==> src/rtl/mem_arbiter_ctrl_if.sv <==
// Bus bundle between mem_arbiter_ctrl, its two requesters, the clear control and the RAM.
// No latency of its own; it only groups wires.
// The slave modport is the controller side and the master modport is the client/RAM side.
interface mem_arbiter_ctrl_if #(
    parameter int ADDR_WIDTH = 3,
    parameter int DATA_WIDTH = 8
);
    // port A
    logic                  a_valid;
    logic                  a_we;
    logic [ADDR_WIDTH-1:0] a_addr;
    logic [DATA_WIDTH-1:0] a_wdata;
    logic                  a_ready;
    logic                  a_rsp_valid;
    logic [DATA_WIDTH-1:0] a_rsp_rdata;
    // port B
    logic                  b_valid;
    logic                  b_we;
    logic [ADDR_WIDTH-1:0] b_addr;
    logic [DATA_WIDTH-1:0] b_wdata;
    logic                  b_ready;
    logic                  b_rsp_valid;
    logic [DATA_WIDTH-1:0] b_rsp_rdata;
    // clear control / status
    logic                  clr_start;
    logic                  clr_done;
    logic                  busy;
    // RAM pins
    logic                  mem_rst;
    logic                  mem_we;
    logic [ADDR_WIDTH-1:0] mem_addr;
    logic [DATA_WIDTH-1:0] mem_wrdata;
    logic [DATA_WIDTH-1:0] mem_rddata;

    modport slave (
        input  a_valid, a_we, a_addr, a_wdata,
        output a_ready, a_rsp_valid, a_rsp_rdata,
        input  b_valid, b_we, b_addr, b_wdata,
        output b_ready, b_rsp_valid, b_rsp_rdata,
        input  clr_start,
        output clr_done, busy,
        output mem_rst, mem_we, mem_addr, mem_wrdata,
        input  mem_rddata
    );

    modport master (
        output a_valid, a_we, a_addr, a_wdata,
        input  a_ready, a_rsp_valid, a_rsp_rdata,
        output b_valid, b_we, b_addr, b_wdata,
        input  b_ready, b_rsp_valid, b_rsp_rdata,
        output clr_start,
        input  clr_done, busy,
        input  mem_rst, mem_we, mem_addr, mem_wrdata,
        output mem_rddata
    );
endinterface

==> src/rtl/mem_arbiter_ctrl.sv <==
// Round-robin arbiter/sequencer sharing one single-port RAM between ports A and B, plus whole-array clear.
// Latency: write hits RAM one cycle after acceptance; read response pulses two cycles after acceptance.
// Backpressure: *_ready only in IDLE (clear wins); responses cannot be stalled.
// Ports: clk, rst_n (async active-low); bus (slave modport) carries the A/B request/response,
// clr_start/clr_done/busy and the RAM pins mem_rst/mem_we/mem_addr/mem_wrdata/mem_rddata.
module mem_arbiter_ctrl #(
    parameter int ADDR_WIDTH = 3,
    parameter int DATA_WIDTH = 8
) (
    input  logic                 clk,
    input  logic                 rst_n,
    mem_arbiter_ctrl_if.slave    bus
);

    typedef enum logic [1:0] {IDLE, ISSUE, RESP, CLEAR} state_t;

    state_t                state, state_nxt;
    logic                  accept;      // a request is handshaken this cycle
    logic                  sel_b;       // winner of this cycle's arbitration
    logic                  rr_b;        // 1: B wins a tie next time
    logic                  gnt_b;       // port owning the in-flight request
    logic                  lat_we;
    logic [ADDR_WIDTH-1:0] addr_q;
    logic [DATA_WIDTH-1:0] wdata_q;
    logic [DATA_WIDTH-1:0] a_rdata_q;
    logic [DATA_WIDTH-1:0] b_rdata_q;
    logic                  rst_hold;    // keeps the RAM in reset until the first edge after rst_n release
    logic                  clr_done_q;

    always_ff @(posedge clk or negedge rst_n) begin
        if (!rst_n) begin
            state      <= IDLE;
            rr_b       <= 1'b0;
            gnt_b      <= 1'b0;
            lat_we     <= 1'b0;
            addr_q     <= '0;
            wdata_q    <= '0;
            a_rdata_q  <= '0;
            b_rdata_q  <= '0;
            rst_hold   <= 1'b1;
            clr_done_q <= 1'b0;
        end else begin
            state      <= state_nxt;
            rst_hold   <= 1'b0;
            clr_done_q <= (state == CLEAR);
            if (accept) begin
                gnt_b   <= sel_b;
                rr_b    <= ~sel_b;
                lat_we  <= sel_b ? bus.b_we    : bus.a_we;
                addr_q  <= sel_b ? bus.b_addr  : bus.a_addr;
                wdata_q <= sel_b ? bus.b_wdata : bus.a_wdata;
            end
            // Capture the response so the port keeps showing it after the pulse.
            if (state == RESP) begin
                if (gnt_b) b_rdata_q <= bus.mem_rddata;
                else       a_rdata_q <= bus.mem_rddata;
            end
        end
    end

    always_comb begin
        state_nxt       = state;
        accept          = 1'b0;
        sel_b           = 1'b0;
        bus.a_ready     = 1'b0;
        bus.b_ready     = 1'b0;
        bus.a_rsp_valid = 1'b0;
        bus.b_rsp_valid = 1'b0;
        bus.a_rsp_rdata = a_rdata_q;
        bus.b_rsp_rdata = b_rdata_q;
        bus.clr_done    = clr_done_q;
        bus.busy        = (state != IDLE);
        bus.mem_rst     = rst_hold;
        bus.mem_we      = 1'b0;
        bus.mem_addr    = addr_q;
        bus.mem_wrdata  = wdata_q;

        case (state)
            IDLE: begin
                if (bus.clr_start) begin
                    state_nxt = CLEAR;
                end else if (bus.a_valid || bus.b_valid) begin
                    accept      = 1'b1;
                    sel_b       = bus.b_valid && (!bus.a_valid || rr_b);
                    bus.a_ready = ~sel_b;
                    bus.b_ready = sel_b;
                    state_nxt   = ISSUE;
                end
            end
            ISSUE: begin
                bus.mem_we = lat_we;
                state_nxt  = lat_we ? IDLE : RESP;
            end
            RESP: begin
                if (gnt_b) begin
                    bus.b_rsp_valid = 1'b1;
                    bus.b_rsp_rdata = bus.mem_rddata;
                end else begin
                    bus.a_rsp_valid = 1'b1;
                    bus.a_rsp_rdata = bus.mem_rddata;
                end
                state_nxt = IDLE;
            end
            CLEAR: begin
                bus.mem_rst = 1'b1;
                state_nxt   = IDLE;
            end
            default: state_nxt = IDLE;
        endcase
    end

endmodule
==> src/flat_wrapper.sv <==
// flat-port wrapper written by rule: the top's interface ports become plain ports
module mem_arbiter_ctrl_flat 
#(
    parameter int ADDR_WIDTH = 3,
    parameter int DATA_WIDTH = 8
)
  (clk, rst_n, bus_a_valid, bus_a_we, bus_a_addr, bus_a_wdata, bus_a_ready, bus_a_rsp_valid, bus_a_rsp_rdata, bus_b_valid, bus_b_we, bus_b_addr, bus_b_wdata, bus_b_ready, bus_b_rsp_valid, bus_b_rsp_rdata, bus_clr_start, bus_clr_done, bus_busy, bus_mem_rst, bus_mem_we, bus_mem_addr, bus_mem_wrdata, bus_mem_rddata);
  mem_arbiter_ctrl_if #(.ADDR_WIDTH(ADDR_WIDTH), .DATA_WIDTH(DATA_WIDTH)) bus_i ();
  input  logic clk;
  input  logic rst_n;
  input wire logic [$bits(bus_i.a_valid)-1:0] bus_a_valid;
  input wire logic [$bits(bus_i.a_we)-1:0] bus_a_we;
  input wire logic [$bits(bus_i.a_addr)-1:0] bus_a_addr;
  input wire logic [$bits(bus_i.a_wdata)-1:0] bus_a_wdata;
  output wire logic [$bits(bus_i.a_ready)-1:0] bus_a_ready;
  output wire logic [$bits(bus_i.a_rsp_valid)-1:0] bus_a_rsp_valid;
  output wire logic [$bits(bus_i.a_rsp_rdata)-1:0] bus_a_rsp_rdata;
  input wire logic [$bits(bus_i.b_valid)-1:0] bus_b_valid;
  input wire logic [$bits(bus_i.b_we)-1:0] bus_b_we;
  input wire logic [$bits(bus_i.b_addr)-1:0] bus_b_addr;
  input wire logic [$bits(bus_i.b_wdata)-1:0] bus_b_wdata;
  output wire logic [$bits(bus_i.b_ready)-1:0] bus_b_ready;
  output wire logic [$bits(bus_i.b_rsp_valid)-1:0] bus_b_rsp_valid;
  output wire logic [$bits(bus_i.b_rsp_rdata)-1:0] bus_b_rsp_rdata;
  input wire logic [$bits(bus_i.clr_start)-1:0] bus_clr_start;
  output wire logic [$bits(bus_i.clr_done)-1:0] bus_clr_done;
  output wire logic [$bits(bus_i.busy)-1:0] bus_busy;
  output wire logic [$bits(bus_i.mem_rst)-1:0] bus_mem_rst;
  output wire logic [$bits(bus_i.mem_we)-1:0] bus_mem_we;
  output wire logic [$bits(bus_i.mem_addr)-1:0] bus_mem_addr;
  output wire logic [$bits(bus_i.mem_wrdata)-1:0] bus_mem_wrdata;
  input wire logic [$bits(bus_i.mem_rddata)-1:0] bus_mem_rddata;
  assign bus_i.a_valid = bus_a_valid;
  assign bus_i.a_we = bus_a_we;
  assign bus_i.a_addr = bus_a_addr;
  assign bus_i.a_wdata = bus_a_wdata;
  assign bus_a_ready = bus_i.a_ready;
  assign bus_a_rsp_valid = bus_i.a_rsp_valid;
  assign bus_a_rsp_rdata = bus_i.a_rsp_rdata;
  assign bus_i.b_valid = bus_b_valid;
  assign bus_i.b_we = bus_b_we;
  assign bus_i.b_addr = bus_b_addr;
  assign bus_i.b_wdata = bus_b_wdata;
  assign bus_b_ready = bus_i.b_ready;
  assign bus_b_rsp_valid = bus_i.b_rsp_valid;
  assign bus_b_rsp_rdata = bus_i.b_rsp_rdata;
  assign bus_i.clr_start = bus_clr_start;
  assign bus_clr_done = bus_i.clr_done;
  assign bus_busy = bus_i.busy;
  assign bus_mem_rst = bus_i.mem_rst;
  assign bus_mem_we = bus_i.mem_we;
  assign bus_mem_addr = bus_i.mem_addr;
  assign bus_mem_wrdata = bus_i.mem_wrdata;
  assign bus_i.mem_rddata = bus_mem_rddata;
  mem_arbiter_ctrl #(.ADDR_WIDTH(ADDR_WIDTH), .DATA_WIDTH(DATA_WIDTH)) u_core (.clk(clk), .rst_n(rst_n), .bus(bus_i));
endmodule
==> config.mk <==
export PLATFORM = sky130hd
export DESIGN_NAME = mem_arbiter_ctrl_flat
export DESIGN_NICKNAME = d
export VERILOG_FILES = /design/src/rtl/mem_arbiter_ctrl_if.sv /design/src/rtl/mem_arbiter_ctrl.sv /design/src/flat_wrapper.sv
export SDC_FILE = /design/constraint.sdc
export NUM_CORES = 1
export LEC_CHECK = 0
export BUFFER_PORTS_ARGS = -buffer_cell sky130_fd_sc_hd__buf_2
export CELL_PAD_IN_SITES_DETAIL_PLACEMENT = 1
export CELL_PAD_IN_SITES_GLOBAL_PLACEMENT = 1
export CORE_MARGIN = 3
export CORE_UTILIZATION = 35
export CTS_BUF_LIST = sky130_fd_sc_hd__clkbuf_4
export DETAILED_ROUTE_END_ITERATION = 8
export PLACE_DENSITY_LB_ADDON = 0.1
export SETUP_SLACK_MARGIN = 0.5
export SLEW_MARGIN = 5
export SYNTH_ARGS = -nofsm -noshare
export SYNTH_HDL_FRONTEND = slang
export SYNTH_SLANG_ARGS = --single-unit
==> constraint.sdc <==
create_clock -name clk -period 1.8 [get_ports clk]
set_clock_uncertainty 0.05 [all_clocks]
set_input_delay 0.18 -clock clk [delete_from_list [all_inputs] [get_ports clk]]
set_output_delay 0.18 -clock clk [all_outputs]
set_load 0.01 [all_outputs]
==> flow_results.xml <==
<?xml version="1.0" encoding="UTF-8"?>
<metrics>
  <group name="placed_design">
    <metric name="placement.setup.worst_slack" unit="ns">0.0827</metric>
    <metric name="dp.cells" unit="">230</metric>
    <metric name="gp_routability_congestion" unit="">0.741</metric>
    <metric name="port_buffers" unit="">71</metric>
    <metric name="postPlaceCellArea" unit="um2">1930</metric>
    <metric name="detailedPlacementHpwl" unit="mm">2.88</metric>
  </group>
  <group name="synth">
    <metric name="synth-seq-area-share" unit="">0.584</metric>
    <metric name="syn_avg_cell_area" unit="um2">12.6</metric>
    <metric name="synth_area" unit="um2">1460</metric>
    <metric name="synth_compound_area_frac" unit="">0.101</metric>
    <metric name="ys_ff_latch" unit="">34</metric>
    <metric name="synth_simple_gate_area_frac" unit="">0.143</metric>
    <metric name="yosys_warnings" unit="">0</metric>
    <metric name="synth.lib_cells_used.distinct" unit="">24</metric>
    <metric name="xor_xnor_cell_area_share_of_the_yosys_netlist" unit="">0</metric>
    <metric name="synthAdderAreaFrac" unit="">0</metric>
    <metric name="synth_mux_area_frac" unit="">0.123</metric>
    <metric name="post_synth_inst_count" unit="">116</metric>
    <metric name="synth_top_family_by_area" unit="">simple AND/OR/NAND/NOR gates</metric>
    <metric name="postSynthNetCount" unit="">153</metric>
  </group>
  <group name="grt">
    <metric name="grt_max_degree" unit="">35</metric>
    <metric name="grt_util_met2" unit="">0.356</metric>
    <metric name="grt_pass1_vias" unit="">1455</metric>
    <metric name="gr-total-overflow" unit="">0</metric>
    <metric name="wire_length_of_the_first_global_routing_pass" unit="mm">7.64</metric>
    <metric name="grt_antenna_before_repair" unit="">0</metric>
    <metric name="grt_usage" unit="">0.198</metric>
    <metric name="gr_layer_usage_met1" unit="">0.228</metric>
    <metric name="global_route.peak_usage_layer" unit="">met2</metric>
    <metric name="global_route.usage.met3" unit="">0.0540</metric>
  </group>
  <group name="critical_path">
    <metric name="crit_fanout" unit="">5</metric>
    <metric name="r2r_setup_slack" unit="ns">0.10</metric>
    <metric name="path_common_cell" unit="">sky130_fd_sc_hd__buf_6</metric>
    <metric name="crit_path_dat" unit="ns">1.68</metric>
    <metric name="cp_slowest_cell" unit="">sky130_fd_sc_hd__dfrtp_2</metric>
    <metric name="worst_setup_path_start_kind" unit="">flop</metric>
    <metric name="critical_path_required" unit="ns">1.57</metric>
    <metric name="worst-setup-path-type" unit="">flop to primary output</metric>
    <metric name="timing.critical_path.cells" unit="">nor3b_4, buf_6, mux2_4, buf_6</metric>
    <metric name="cp_slowest_stage_delay" unit="ns">0.44</metric>
    <metric name="endpoint_class_of_the_critical_path" unit="">primary output</metric>
  </group>
  <group name="status">
    <metric name="status" unit="">finished with violations</metric>
    <metric name="failing_checks" unit="">negative setup slack</metric>
  </group>
  <group name="routing">
    <metric name="via_density_per_instance" unit="">5.08</metric>
    <metric name="first_pass_iters" unit="">4</metric>
    <metric name="routedWlPerCell" unit="um">20.1</metric>
    <metric name="totalWireLength" unit="mm">5.34</metric>
    <metric name="drc_violations" unit="">0</metric>
    <metric name="ant_nets" unit="">0</metric>
    <metric name="dr.first_iter.drc_count" unit="">42</metric>
    <metric name="routed-via-count" unit="">1346</metric>
  </group>
  <group name="die">
    <metric name="die_w" unit="um">70.6</metric>
    <metric name="pin_count" unit="">72</metric>
    <metric name="design.die.area" unit="um2">4980</metric>
    <metric name="row_count" unit="">22</metric>
    <metric name="dieHeight" unit="um">70.6</metric>
    <metric name="coreArea" unit="um2">3830</metric>
    <metric name="start_util" unit="">0.382</metric>
  </group>
  <group name="clocking">
    <metric name="tritoncts" unit="">done</metric>
    <metric name="cts-root-to-sink-buffers" unit="">2</metric>
    <metric name="clock_tree.htree_level_count" unit="">2</metric>
    <metric name="worst_skew_pair.late_latency" unit="ns">0.33</metric>
    <metric name="clock-sinks" unit="">34</metric>
    <metric name="clkSlewWorstSetupHoldPaths" unit="ns">0.10</metric>
    <metric name="cts_bufs_inserted" unit="">5</metric>
    <metric name="root_buffer" unit="">sky130_fd_sc_hd__clkbuf_4</metric>
  </group>
  <group name="cells_and_area">
    <metric name="most_frequent_standard_cell_in_the_layout_excluding_fill_and_tap_cells" unit="">sky130_fd_sc_hd__buf_2</metric>
    <metric name="final.fill_count" unit="">399</metric>
    <metric name="top_library_cells_by_usage_in_the_layout_fill_and_taps_aside" unit="">49 x sky130_fd_sc_hd__buf_2, 41 x sky130_fd_sc_hd__buf_6, 31 x sky130_fd_sc_hd__dfrtp_1</metric>
    <metric name="finalNetCount" unit="">254</metric>
    <metric name="drive_above_1_share" unit="">0.700</metric>
    <metric name="antennaDiodeCount" unit="">0</metric>
    <metric name="sequential_cell_area" unit="um2">855</metric>
    <metric name="final_area" unit="um2">2500</metric>
    <metric name="post-route-util" unit="">0.653</metric>
    <metric name="multi_input_area" unit="um2">687</metric>
    <metric name="area_growth" unit="%">71.2</metric>
    <metric name="fin_cells" unit="">265</metric>
  </group>
  <group name="pwr">
    <metric name="power_density" unit="nW/um2">1810</metric>
    <metric name="worst_ir_drop_vdd" unit="mV">0.655</metric>
    <metric name="p_leak" unit="uW">0.00123</metric>
  </group>
  <group name="min_path">
    <metric name="hold_class" unit="">input pin to flop</metric>
  </group>
  <group name="sta">
    <metric name="setup_slack" unit="ns">-0.105</metric>
    <metric name="layout_min_cycle_time" unit="ns">1.91</metric>
    <metric name="grt_setup_unrepaired" unit="">true</metric>
    <metric name="timing.final.setup_violations" unit="">17</metric>
    <metric name="slew_of_the_pin_with_the_lowest_slew_margin" unit="ns">0.781</metric>
    <metric name="worst_slew_margin_rel" unit="">0.480</metric>
    <metric name="post-route-period-util" unit="">1.06</metric>
    <metric name="hold_violations" unit="">0</metric>
    <metric name="fmax" unit="MHz">525</metric>
    <metric name="slew_viol_final" unit="">0</metric>
  </group>
  <group name="flow_run">
    <metric name="maxCapViolCount" unit="">0</metric>
  </group>
</metrics>
## report_power, final
part	total (uW)	switching, uW	internal, uW
sequential	1350	214	1130
clock	424	247	177
combinational	2760	1130	1630
total	4530	1590	2940
## path summary, 6_finish.rpt
check                                           end                start  cells past startpoint
setup / recovery                 bus_a_rsp_rdata[3]      u_core.state[0]                      4
hold / removal             u_core.bus.mem_wrdata[1]       bus_a_wdata[1]                      2
setup reg to reg           u_core.bus.mem_wrdata[0]      u_core.state[1]                      8
hold reg to reg                 u_core.a_rdata_q[5]  u_core.a_rdata_q[5]                      1
max in group asynchronous           u_core.state[0]                rst_n                      2
min in group asynchronous       u_core.b_rdata_q[4]                rst_n                      2
## per-layer routing
layer	share of wire	wire length [um]
met5	0	0
met4	0.014	74
met3	0.059	316
met2	0.54	2880
met1	0.39	2060
## Yosys cell counts
master / n / share of area
sky130_fd_sc_hd__dfrtp_1: 33 / 0.57
sky130_fd_sc_hd__o21ba_2: 1 / 0.0069
sky130_fd_sc_hd__nand3b_1: 1 / 0.0051
sky130_fd_sc_hd__nor3b_2: 1 / 0.0086
sky130_fd_sc_hd__dfstp_2: 1 / 0.018
sky130_fd_sc_hd__inv_1: 1 / 0.0026
sky130_fd_sc_hd__nor3b_1: 1 / 0.0051
sky130_fd_sc_hd__or2_2: 2 / 0.0086
sky130_fd_sc_hd__conb_1: 1 / 0.0026
sky130_fd_sc_hd__buf_2: 3 / 0.010
sky130_fd_sc_hd__nor2b_1: 1 / 0.0043
sky130_fd_sc_hd__nor2_1: 3 / 0.0077
sky130_fd_sc_hd__and2_1: 1 / 0.0043
sky130_fd_sc_hd__nor3_2: 1 / 0.0069
sky130_fd_sc_hd__o21ai_0: 2 / 0.0069
sky130_fd_sc_hd__or3_4: 1 / 0.0077
sky130_fd_sc_hd__nand2_1: 14 / 0.036
sky130_fd_sc_hd__nor3_1: 13 / 0.045
sky130_fd_sc_hd__a221o_1: 12 / 0.082
sky130_fd_sc_hd__clkbuf_1: 1 / 0.0026
sky130_fd_sc_hd__and3_1: 1 / 0.0043
sky130_fd_sc_hd__a21o_1: 1 / 0.0051
sky130_fd_sc_hd__mux2_2: 16 / 0.12
sky130_fd_sc_hd__buf_6: 4 / 0.031
## worst max-delay path: cells and delay by family (launching register included)
family / cells / cell delay [ns]
AND/OR/NAND/NOR: 1 / 0.27
buffers and inverters: 2 / 0.31
flip-flops: 1 / 0.44
multiplexers: 1 / 0.33
## what timing repair did
action | 4_1_cts | 5_1_grt
hold buffers | 1 | 0
buffers inserted | 14 | 11
gates cloned | 1 | 1
resized for setup | 45 | 18
endpoints found under the setup margin | 53 | 50
hold endpoints to repair | 33 | 0
pin swaps | 4 | 5
## per-stage QoR
stage / TNS (ns) / hold slack (ns) / power [uW]
after floorplan: 0 / -0.166 / 2380
after global routing: -2.24 / 0.00561 / 4770
after detailed placement: 0 / 0.258 / 2950
final: -0.869 / 0.0174 / 4530
after CTS: -0.911 / 0.00252 / 4120
after global placement: 0 / 0.242 / 2880
## cell families after synthesis
group / count (synthesis)
AO/OA/AOI/OAI: 16
buffers and inverters: 9
flip-flops: 34
multiplexers: 16
other: 1
AND/OR/NAND/NOR: 40
## area by class of cell
class / count / area share
clock buffer: 7 / 0.0210
inverter: 1 / 0.00150
multi-input combinational: 73 / 0.275
sequential: 34 / 0.342
tap: 48 / 0.0240
timing repair buffer: 102 / 0.337
## flip-flops by register name, summed over array words and instances, names as in the netlist
name,flops
u_core.a_rdata_q,8
u_core.b_rdata_q,8
u_core.bus.mem_wrdata,8
u_core.bus.mem_addr,3
u_core.state,2
u_core.bus.clr_done,1
u_core.gnt_b,1
u_core.lat_we,1
u_core.rr_b,1
u_core.rst_hold,1
(Power assumes the default switching activity.)
